File: src/rtl/swim_pkg.sv
// Shared SWIM constants: FSM state encoding, bit-timing lengths in SWIM clocks,
// and the default pulse-width counter width.
package swim_pkg;

  localparam int unsigned CNT_W          = 12;

  // Low-phase and bit lengths in SWIM clock periods
  localparam int unsigned SWIM_LOW_SHORT = 2;
  localparam int unsigned SWIM_LOW_LONG  = 20;
  localparam int unsigned SWIM_BIT_LEN   = 22;
  localparam int unsigned SWIM_SYNC_LEN  = 128;

  localparam logic [2:0] ST_IDLE   = 3'd0;
  localparam logic [2:0] ST_DATA   = 3'd1;
  localparam logic [2:0] ST_PARITY = 3'd2;
  localparam logic [2:0] ST_DONE   = 3'd3;
  localparam logic [2:0] ST_ACK    = 3'd4;

endpackage

File: src/rtl/swim_pulse_meas.sv
// SWIM line front end: 2-flop synchronizer, edge detect, saturating low-pulse
// width counter and line-high timeout counter.
module swim_pulse_meas #(
  parameter int unsigned CNT_W         = 12,
  parameter int unsigned FRAME_TIMEOUT = 400
) (
  input  logic             clk,
  input  logic             reset,
  input  logic             swim_in,
  output logic             pulse_done,
  output logic [CNT_W-1:0] pulse_width,
  output logic             high_timeout
);

  logic             sync1;
  logic             sync2;
  logic             line_q;
  logic             fall;
  logic [CNT_W-1:0] width_cnt;
  logic [CNT_W-1:0] high_cnt;

  always_ff @(posedge clk) begin
    if (reset) begin
      sync1  <= 1'b1;
      sync2  <= 1'b1;
      line_q <= 1'b1;
    end else begin
      sync1  <= swim_in;
      sync2  <= sync1;
      line_q <= sync2;
    end
  end

  assign fall        = line_q & ~sync2;
  assign pulse_done  = ~line_q & sync2;
  assign pulse_width = width_cnt;

  // The falling-edge cycle is itself the first low cycle, so restart at 1
  always_ff @(posedge clk) begin
    if (reset)
      width_cnt <= '0;
    else if (fall)
      width_cnt <= CNT_W'(1);
    else if (!sync2 && width_cnt != '1)
      width_cnt <= width_cnt + CNT_W'(1);
  end

  always_ff @(posedge clk) begin
    if (reset || !sync2)
      high_cnt <= '0;
    else if (!high_timeout)
      high_cnt <= high_cnt + CNT_W'(1);
  end

  assign high_timeout = (high_cnt >= CNT_W'(FRAME_TIMEOUT));

endmodule

File: src/rtl/swim_rx.sv
// SWIM receiver: classifies low pulses into bits/sync and decodes start+8+parity
// frames onto a valid/ready byte stream. `define SWIM_RX_ACK_EN adds the ACK driver.
module swim_rx #(
  parameter int unsigned CLK_DIV       = 6,
  parameter int unsigned BIT_THRESH    = 66,
  parameter int unsigned SYNC_MIN      = 600,
  parameter int unsigned FRAME_TIMEOUT = 400,
  parameter int unsigned CNT_W         = swim_pkg::CNT_W
) (
  input  logic             clk,
  input  logic             reset,
  input  logic             swim_in,
  input  logic             rx_en,
  output logic [7:0]       data_out,
  output logic             data_parity_err,
  output logic             data_valid,
  input  logic             data_ready,
  output logic             overrun,
  output logic             sync_pulse,
  output logic [CNT_W-1:0] sync_width
`ifdef SWIM_RX_ACK_EN
  ,
  output logic             ack_drive_low
`endif
);

  import swim_pkg::*;

  if (SYNC_MIN <= BIT_THRESH || BIT_THRESH <= SWIM_LOW_SHORT * CLK_DIV) begin : g_bad_cfg
    $error("swim_rx: BIT_THRESH/SYNC_MIN inconsistent with CLK_DIV");
  end

  logic             pulse_done;
  logic             high_timeout;
  logic [CNT_W-1:0] pulse_width;
  logic [2:0]       state;
  logic [2:0]       bit_cnt;
  logic [7:0]       shreg;
  logic             frame_perr;
  logic             pulse_live;
  logic             is_sync;
  logic             bit_val;

  swim_pulse_meas #(
    .CNT_W        (CNT_W),
    .FRAME_TIMEOUT(FRAME_TIMEOUT)
  ) u_meas (
    .clk         (clk),
    .reset       (reset),
    .swim_in     (swim_in),
    .pulse_done  (pulse_done),
    .pulse_width (pulse_width),
    .high_timeout(high_timeout)
  );

  assign pulse_live = pulse_done && (state != ST_ACK);
  assign is_sync    = (pulse_width >= CNT_W'(SYNC_MIN));
  assign bit_val    = (pulse_width <  CNT_W'(BIT_THRESH));

`ifdef SWIM_RX_ACK_EN
  localparam int unsigned ACK_WAIT = SWIM_LOW_SHORT * CLK_DIV;
  localparam int unsigned ACK_LEN  = SWIM_LOW_SHORT * CLK_DIV;
  localparam int unsigned NACK_LEN = SWIM_LOW_LONG * CLK_DIV;

  logic [CNT_W-1:0] ack_cnt;
  logic [CNT_W-1:0] ack_release;

  assign ack_release = frame_perr ? CNT_W'(ACK_WAIT + NACK_LEN - 1)
                                  : CNT_W'(ACK_WAIT + ACK_LEN - 1);
`endif

  always_ff @(posedge clk) begin
    if (reset) begin
      state           <= ST_IDLE;
      bit_cnt         <= '0;
      shreg           <= '0;
      frame_perr      <= 1'b0;
      data_out        <= '0;
      data_parity_err <= 1'b0;
      data_valid      <= 1'b0;
      overrun         <= 1'b0;
      sync_pulse      <= 1'b0;
      sync_width      <= '0;
`ifdef SWIM_RX_ACK_EN
      ack_cnt         <= '0;
      ack_drive_low   <= 1'b0;
`endif
    end else begin
      sync_pulse <= 1'b0;
      overrun    <= 1'b0;
      if (data_valid && data_ready)
        data_valid <= 1'b0;

      if (pulse_live && is_sync) begin
        sync_pulse <= 1'b1;
        sync_width <= pulse_width;
      end

      if (!rx_en || (pulse_live && is_sync)) begin
        state <= ST_IDLE;
`ifdef SWIM_RX_ACK_EN
        ack_drive_low <= 1'b0;
`endif
      end else begin
        case (state)
          ST_IDLE: begin
            if (pulse_live && bit_val) begin
              state   <= ST_DATA;
              bit_cnt <= '0;
            end
          end
          ST_DATA: begin
            if (high_timeout)
              state <= ST_IDLE;
            else if (pulse_live) begin
              shreg   <= {shreg[6:0], bit_val};
              bit_cnt <= bit_cnt + 3'd1;
              if (bit_cnt == 3'd7)
                state <= ST_PARITY;
            end
          end
          ST_PARITY: begin
            if (high_timeout)
              state <= ST_IDLE;
            else if (pulse_live) begin
              frame_perr <= bit_val ^ (^shreg);
              state      <= ST_DONE;
            end
          end
          ST_DONE: begin
            // A same-cycle transfer frees the slot, so the new byte still loads
            if (data_valid && !data_ready)
              overrun <= 1'b1;
            else begin
              data_out        <= shreg;
              data_parity_err <= frame_perr;
              data_valid      <= 1'b1;
            end
`ifdef SWIM_RX_ACK_EN
            ack_cnt <= '0;
            state   <= ST_ACK;
`else
            state   <= ST_IDLE;
`endif
          end
`ifdef SWIM_RX_ACK_EN
          ST_ACK: begin
            // Linger one SWIM clock after release so our own rising edge is ignored
            ack_cnt <= ack_cnt + CNT_W'(1);
            if (ack_cnt == CNT_W'(ACK_WAIT - 1))
              ack_drive_low <= 1'b1;
            if (ack_cnt == ack_release)
              ack_drive_low <= 1'b0;
            if (ack_cnt == ack_release + CNT_W'(CLK_DIV))
              state <= ST_IDLE;
          end
`endif
          default: state <= ST_IDLE;
        endcase
      end
    end
  end

endmodule

File: config.mk
export PLATFORM = sky130hd
export DESIGN_NAME = swim_rx
export DESIGN_NICKNAME = d
export VERILOG_FILES = /design/src/rtl/swim_pkg.sv /design/src/rtl/swim_pulse_meas.sv /design/src/rtl/swim_rx.sv
export SDC_FILE = /design/constraint.sdc
export NUM_CORES = 1
export LEC_CHECK = 0
export ABC_CLOCK_PERIOD_IN_PS = 2300
export BUFFER_PORTS_ARGS = -buffer_cell sky130_fd_sc_hd__buf_2
export CORE_MARGIN = 2
export CORE_UTILIZATION = 52
export DETAILED_ROUTE_END_ITERATION = 8
export PLACE_DENSITY = 0.85
export SLEW_MARGIN = 0
export SYNTH_ARGS = -nofsm -noshare
export SYNTH_HDL_FRONTEND = slang
export SYNTH_SLANG_ARGS = --single-unit
File: constraint.sdc
create_clock -name clk -period 2.3 [get_ports clk]
set_clock_uncertainty 0.05 [all_clocks]
set_input_delay 0.46 -clock clk [delete_from_list [all_inputs] [get_ports clk]]
set_output_delay 0.46 -clock clk [all_outputs]
set_load 0.02 [all_outputs]
==> impl_metrics.prom, run 1 <==
# TYPE chip_impl_metric gauge
chip_impl_info{name="outcome",value="completed"} 1
chip_impl_metric{name="die_height",unit="um"} 77.5
chip_impl_metric{name="via_count_of_the_first_global_routing_pass",unit=""} 2149
chip_impl_metric{name="gr-usage-all-layers",unit="%"} 20.4
chip_impl_metric{name="power_density",unit="nW/um^2"} 657
chip_impl_metric{name="post_synth_edffs",unit=""} 0
chip_impl_metric{name="critPathArrivalTime",unit="ns"} 2.37
chip_impl_metric{name="post_synth.cell_area_avg",unit="sq um"} 9.39
chip_impl_metric{name="worstPathBufferInverterCount",unit=""} 0
chip_impl_metric{name="final_min_period_over_clock_period",unit="%"} 95.1
chip_impl_metric{name="max_stage_delay",unit="ns"} 0.54
chip_impl_info{name="critical_path_class",value="reg2reg"} 1
chip_impl_metric{name="final_layout_size_suffix_gt1_share",unit="%"} 20.4
chip_impl_metric{name="yosys_register_bits",unit=""} 65
chip_impl_info{name="cts-root-buf",value="clkbuf_8"} 1
chip_impl_metric{name="die_w",unit="um"} 77.5
chip_impl_metric{name="worstPathMaxFanout",unit=""} 7
chip_impl_metric{name="syn2layout_area_growth",unit="%"} 16.6
chip_impl_metric{name="post_cts_resize_count",unit=""} 0
chip_impl_metric{name="drc",unit=""} 0
chip_impl_metric{name="max_slew.worst_pin.slew",unit="ns"} 0.633
chip_impl_metric{name="cp_data_required_time",unit="ns"} 2.48
chip_impl_metric{name="fin_nets",unit=""} 349
chip_impl_metric{name="timing_max_transition_violations_final",unit=""} 0
chip_impl_info{name="cpMaxStageDelayCell",value="or4_4"} 1
chip_impl_metric{name="firstDrtPassIters",unit=""} 4
chip_impl_metric{name="antenna_violating_nets_post_route",unit=""} 0
chip_impl_metric{name="grt_antenna_before_repair",unit=""} 0
chip_impl_metric{name="async_flop_share",unit="%"} 0
chip_impl_metric{name="dieArea",unit="sq um"} 6000
chip_impl_metric{name="totalWireLength",unit="mm"} 5.55
chip_impl_metric{name="place.port_buffers",unit=""} 28
chip_impl_metric{name="tritoncts.num_buffers",unit=""} 9
chip_impl_info{name="delay_heaviest_family_cp",value="simple AND/OR/NAND/NOR gates"} 1
chip_impl_metric{name="global_route_wire_length_before_repair",unit="mm"} 9.72
chip_impl_metric{name="initial_utilization",unit="%"} 54.3
chip_impl_metric{name="synth_warnings",unit=""} 0
chip_impl_info{name="netlist.top_cell.by_area",value="dfxtp_1"} 1
chip_impl_metric{name="netlist_instances",unit=""} 299
chip_impl_metric{name="timing.slew.headroom",unit="%"} 57.8
chip_impl_metric{name="design.portCount",unit=""} 29
chip_impl_info{name="path_type_of_the_worst_min_delay_path",value="in2reg"} 1
chip_impl_metric{name="diodes",unit=""} 0
chip_impl_metric{name="setup_violations",unit=""} 0
chip_impl_metric{name="synth_cell_type_count",unit=""} 45
chip_impl_info{name="synthMostInstantiatedCell",value="dfxtp_1"} 1
chip_impl_metric{name="clkSlewWorstSetupHoldPaths",unit="ns"} 0.07
chip_impl_info{name="rsz0062_at_grt",value="no"} 1
chip_impl_info{name="worst_setup_path_end_kind",value="register"} 1
chip_impl_metric{name="cts.repair_timing.setup_buffer_count",unit=""} 0
chip_impl_metric{name="final-hold-violation-count",unit=""} 0
chip_impl_metric{name="gp_congestion",unit=""} 0.805
chip_impl_metric{name="placement.cell_area",unit="sq um"} 3070
chip_impl_metric{name="final_core_utilization",unit="%"} 63.3
chip_impl_metric{name="holdBufCountCts",unit=""} 0
chip_impl_info{name="clock_tree_from_tritoncts",value="yes"} 1
chip_impl_metric{name="routed_wire_length_per_instance",unit="um"} 13.4
chip_impl_info{name="synth_area_leaders",value="dfxtp_1, mux2i_1, nor2_1"} 1
chip_impl_metric{name="preCtsSetupSlack",unit="ns"} 0.0826
chip_impl_metric{name="setup_tns",unit="ns"} 0
chip_impl_metric{name="maximum_resistive_drop_on_vdd",unit="uV"} 466
chip_impl_metric{name="maximum_number_of_pins_on_one_net_before_global_route_repair",unit=""} 41
chip_impl_info{name="cp-start-kind",value="register"} 1
chip_impl_metric{name="syn-num-nets",unit=""} 310
chip_impl_metric{name="h_tree_depth",unit=""} 3
chip_impl_metric{name="global_route_total_overflow",unit=""} 0
chip_impl_metric{name="worst_skew_pair.late_latency",unit="ns"} 0.34
chip_impl_metric{name="detailedPlacementHpwl",unit="mm"} 4.00
chip_impl_metric{name="rows",unit=""} 26
chip_impl_metric{name="synth_sequential_area_ratio",unit="%"} 46.3
chip_impl_metric{name="floorplan.core_area",unit="sq um"} 5170
chip_impl_metric{name="fin_area",unit="sq um"} 3270
chip_impl_metric{name="dr.first_iter.drc_count",unit=""} 89
chip_impl_metric{name="leakagePower",unit="uW"} 0.00153
chip_impl_metric{name="final.min_clock_period",unit="ns"} 2.19
chip_impl_metric{name="synth.top_cell.area_share",unit="%"} 46.3
chip_impl_metric{name="max_cap_viol_count",unit=""} 0
chip_impl_info{name="top_cells_by_instance_count_after_synthesis",value="dfxtp_1, nor2_1, mux2i_1"} 1
chip_impl_metric{name="clock_sink_count",unit=""} 65
chip_impl_info{name="timing.critical_path.cells",value="or4_4 > a21oi_4 > o21ai_4 > or4_4 > mux2_4"} 1
chip_impl_metric{name="cts_max_path_buffers",unit=""} 2
chip_impl_info{name="cp_dominant_cell_by_count",value="or4_4"} 1
chip_impl_metric{name="finalWorstSetupSlack",unit="ns"} 0.112
chip_impl_metric{name="routed_via_density",unit=""} 5.26
chip_impl_info{name="ys.flop_type",value="dfxtp_1"} 1
chip_impl_metric{name="maxClockFrequency",unit="MHz"} 457
chip_impl_metric{name="synth_area",unit="sq um"} 2810
chip_impl_metric{name="vias",unit=""} 2172
## metal layers
metal,wire [um],track usage (%),vias to the layer above
li1,-,-,1102
met1,2690,25.7,1018
met2,2540,31.9,43
met5,0,0,-
met4,82,7.86,0
met3,242,7.44,9
## per-stage QoR
step           instances  total power, uW  hold slack (ns)
2_1_floorplan        299             1210            0.339
3_3_place_gp         397             1220            0.343
3_5_place_dp         397             1230            0.349
4_1_cts              413             2170            0.235
5_1_grt              413             2220            0.243
6_report             413             2150            0.254
## final timing paths
| check | from | endpoint | slack (ns) | cells past startpoint |
|---|---|---|---|---|
| max | u_meas.pulse_width[8] | bit_cnt[0] | 0.11 | 5 |
| min reg2reg | u_meas.sync1 | u_meas.sync2 | 0.37 | 1 |
| max reg2reg | u_meas.pulse_width[8] | bit_cnt[0] | 0.11 | 5 |
| min | swim_in | u_meas.sync1 | 0.25 | 2 |
## worst reg2reg max path, cell delays in order (launching register included)
cell     delay, ns
dfxtp_1       0.37
or4_4         0.54
a21oi_4       0.17
o21ai_4       0.10
or4_4         0.54
mux2_4        0.31
## state kept, by name, summed over array words and instances (netlist names), 2 cells and up
| register | count |
|---|---|
| state | 2 |
| shreg | 8 |
| bit_cnt | 3 |
| u_meas.high_cnt | 12 |
| u_meas.pulse_width | 12 |
| data_out | 8 |
| sync_width | 12 |
## cells by family after synthesis
family	Yosys count	synth area share [%]
multiplexers	30	10.9
buffers and inverters	19	3.12
AO/OA/AOI/OAI	25	7.26
XOR/XNOR	25	7.80
adder cells (fa/ha/maj)	6	2.67
AND/OR/NAND/NOR	129	21.9
flip-flops	65	46.3
## placed cells by master (no fill, tap or decap), types with 3 or more instances in the layout
master	instances
nor2_1	57
or2_2	4
nand3_1	11
nor4_1	3
xor2_1	14
a21oi_1	6
nand2_1	19
buf_2	28
and3_1	5
inv_1	5
dfxtp_1	65
clkbuf_8	10
nor3_1	8
ha_1	6
nand4_1	6
xnor2_1	11
nand2b_1	4
o21ai_0	3
mux2i_1	29
buf_4	13
a2111oi_0	4
## layout make-up
cell class	instances	area, sq um
multi-input cells	215	1430
fillers	421	1900
clock inverters	5	55.1
well taps	70	87.6
repair buffers	41	238
flip-flops and latches	65	1300
inverters	6	22.5
clock buffers	11	141
## power breakdown
| group | switching (uW) | total, uW | internal [uW] |
|---|---|---|---|
| logic | 39.0 | 59.3 | 20.3 |
| registers | 9.08 | 1140 | 1130 |
| clock network | 424 | 950 | 526 |
| total | 472 | 2150 | 1680 |
Note: power is estimated with default switching activity, not from simulation.
==> inputs of run 2 (changes only) <==
- REMOVE_ABC_BUFFERS: default -> 1
==> run 2 against run 1 <==
Effect of this change: count of clock-buffer cells in the layout stayed put; sequential power hardly changed; cell count is 0.48% lower; maximum frequency is 1.9% lower; register-to-register slack worse by 0.04 ns; highest routed layer unchanged; critical path depth stayed put.
==> impl_metrics.prom, run 2 (synthesis gave the netlist of run 1 again) <==
# TYPE chip_impl_metric gauge
chip_impl_metric{name="cts_max_path_buffers",unit=""} 2
chip_impl_metric{name="timing.reg2reg.setup_slack",unit="ns"} 0.07
chip_impl_metric{name="total_switching_power",unit="uW"} 471
chip_impl_metric{name="detailedPlacementHpwl",unit="mm"} 3.88
chip_impl_metric{name="maximum_resistive_drop_on_vdd",unit="uV"} 525
chip_impl_info{name="worst_setup_path_end_kind",value="register"} 1
chip_impl_info{name="path_type_of_the_worst_min_delay_path",value="in2reg"} 1
chip_impl_metric{name="timing_max_transition_violations_final",unit=""} 0
chip_impl_info{name="layout.cells.most_common",value="dfxtp_1"} 1
chip_impl_metric{name="leakagePower",unit="uW"} 0.00152
chip_impl_metric{name="h_tree_depth",unit=""} 3
chip_impl_metric{name="die_height",unit="um"} 77.5
chip_impl_metric{name="holdBufCountCts",unit=""} 0
chip_impl_info{name="cts-root-buf",value="clkbuf_8"} 1
chip_impl_metric{name="totalWireLength",unit="mm"} 5.67
chip_impl_info{name="commonest_cells_after_routing_fill_and_taps_aside",value="dfxtp_1, nor2_1, mux2i_1, buf_2, nand2_1"} 1
chip_impl_metric{name="design.portCount",unit=""} 29
chip_impl_metric{name="cts.repair_timing.setup_buffer_count",unit=""} 0
chip_impl_info{name="cp-start-kind",value="register"} 1
chip_impl_metric{name="setup_violations",unit=""} 0
chip_impl_metric{name="diodes",unit=""} 0
chip_impl_metric{name="gr-usage-all-layers",unit="%"} 20.5
chip_impl_metric{name="worst_skew_pair.late_latency",unit="ns"} 0.34
chip_impl_info{name="critical_path_class",value="reg2reg"} 1
chip_impl_info{name="critical_path.startpoint",value="u_meas.pulse_width[11]"} 1
chip_impl_metric{name="power.internal",unit="uW"} 1650
chip_impl_metric{name="final.min_clock_period",unit="ns"} 2.23
chip_impl_metric{name="dr.first_iter.drc_count",unit=""} 72
chip_impl_metric{name="via_count_of_the_first_global_routing_pass",unit=""} 2198
chip_impl_metric{name="drc",unit=""} 0
chip_impl_metric{name="routed_wire_length_per_instance",unit="um"} 13.8
chip_impl_metric{name="post_cts_resize_count",unit=""} 0
chip_impl_metric{name="antenna_violating_nets_post_route",unit=""} 0
chip_impl_metric{name="final_layout_size_suffix_gt1_share",unit="%"} 19.9
chip_impl_info{name="worst_hold_startpoint",value="swim_in"} 1
chip_impl_metric{name="global_route_wire_length_before_repair",unit="mm"} 9.76
chip_impl_metric{name="vias",unit=""} 2220
chip_impl_metric{name="dieArea",unit="sq um"} 6000
chip_impl_metric{name="clock_power_share",unit="%"} 43.3
chip_impl_metric{name="combinationalPowerShare",unit="%"} 2.9
chip_impl_metric{name="place.port_buffers",unit=""} 28
chip_impl_metric{name="tritoncts.num_buffers",unit=""} 9
chip_impl_metric{name="gp_congestion",unit=""} 0.889
chip_impl_metric{name="maximum_number_of_pins_on_one_net_before_global_route_repair",unit=""} 25
chip_impl_metric{name="syn2layout_area_growth",unit="%"} 15.8
chip_impl_metric{name="setup_tns",unit="ns"} 0
chip_impl_info{name="clock_tree_from_tritoncts",value="yes"} 1
chip_impl_metric{name="maxClockFrequency",unit="MHz"} 448
chip_impl_metric{name="finalWorstSetupSlack",unit="ns"} 0.0698
chip_impl_info{name="outcome",value="completed"} 1
chip_impl_metric{name="power_switching_share",unit="%"} 22.2
chip_impl_metric{name="die_w",unit="um"} 77.5
chip_impl_metric{name="timing.slew.headroom",unit="%"} 59.3
chip_impl_metric{name="holdWs",unit="ns"} 0.258
chip_impl_metric{name="clock_sink_count",unit=""} 65
chip_impl_metric{name="firstDrtPassIters",unit=""} 4
chip_impl_metric{name="final_min_period_over_clock_period",unit="%"} 97.0
chip_impl_metric{name="global_route_total_overflow",unit=""} 0
chip_impl_metric{name="share_seq_of_total_power",unit="%"} 53.8
chip_impl_metric{name="fin_nets",unit=""} 347
chip_impl_metric{name="preCtsSetupSlack",unit="ns"} 0.0283
chip_impl_metric{name="grt_antenna_before_repair",unit=""} 0
chip_impl_metric{name="final-hold-violation-count",unit=""} 0
chip_impl_metric{name="rows",unit=""} 26
chip_impl_metric{name="clkSlewWorstSetupHoldPaths",unit="ns"} 0.07
chip_impl_metric{name="dpl.cell_count",unit=""} 395
chip_impl_info{name="worst_r2r_startpoint",value="u_meas.pulse_width[11]"} 1
chip_impl_metric{name="power_density",unit="nW/um^2"} 653
chip_impl_info{name="rsz0062_at_grt",value="no"} 1
chip_impl_metric{name="floorplan.core_area",unit="sq um"} 5170
chip_impl_metric{name="max_cap_viol_count",unit=""} 0
chip_impl_metric{name="initial_utilization",unit="%"} 54.3
chip_impl_metric{name="max_slew.worst_pin.slew",unit="ns"} 0.611
chip_impl_metric{name="cp_data_required_time",unit="ns"} 2.48
chip_impl_metric{name="critPathArrivalTime",unit="ns"} 2.41
chip_impl_metric{name="worstPathMaxFanout",unit=""} 7
chip_impl_metric{name="routed_via_density",unit=""} 5.40
chip_impl_metric{name="fin_cells",unit=""} 411
run 2: cell types whose count changed in the layout (fill, tap and decap cells not counted), sizes merged:
| cell | previous run | this run |
|---|---|---|
| buf | 41 | 39 |
| clkinv | 3 | 4 |
| clkinvlp | 2 | 1 |
run 2: per-layer routing:
| metal | routed length, um | GRT usage [%] |
|---|---|---|
| met1 | 2450 | 23.6 |
| met2 | 2780 | 33.6 |
| met3 | 324 | 6.74 |
| met4 | 113 | 11.6 |
| met5 | 0 | 0 |
run 2: layout make-up:
| type | instances | area (sq um) |
|---|---|---|
| inverters | 6 | 22.5 |
| well taps | 70 | 87.6 |
| clock inverters | 5 | 56.3 |
| flip-flops and latches | 65 | 1300 |
| fillers | 420 | 1920 |
| clock buffers | 11 | 131 |
| repair buffers | 39 | 223 |
| multi-input cells | 215 | 1430 |
run 2: worst paths after layout:
kind | end | cells after the start
setup / recovery | bit_cnt[0] | 5
hold / removal | u_meas.sync1 | 2
setup reg to reg | bit_cnt[0] | 5
hold reg to reg | u_meas.sync2 | 1
run 2: stage by stage:
stage	area (sq um)	utilization, %	total power [uW]
finish	3250	62.9	2120
global route	3250	62.9	2200
CTS	3240	62.7	2140
detailed placement	3050	59.0	1230
global placement	3050	59.0	1230
floorplan	2740	-	1200
run 2: power groups by stage:
stage / logic [uW] / clock network [uW] / registers (uW)
after floorplan: 31.2 / 0 / 1170
after global placement: 57.8 / 0 / 1170
after detailed placement: 61.1 / 0 / 1170
after CTS: 61.3 / 938 / 1140
after global routing: 69.5 / 987 / 1140
final: 61.5 / 919 / 1140
run 2: critical path, cell delays in order (launching register included):
cell and delay [ns]:
dfxtp_2 0.37, or4_4 0.58, a21oi_4 0.17, o21ai_4 0.10, or4_4 0.54, mux2_4 0.31
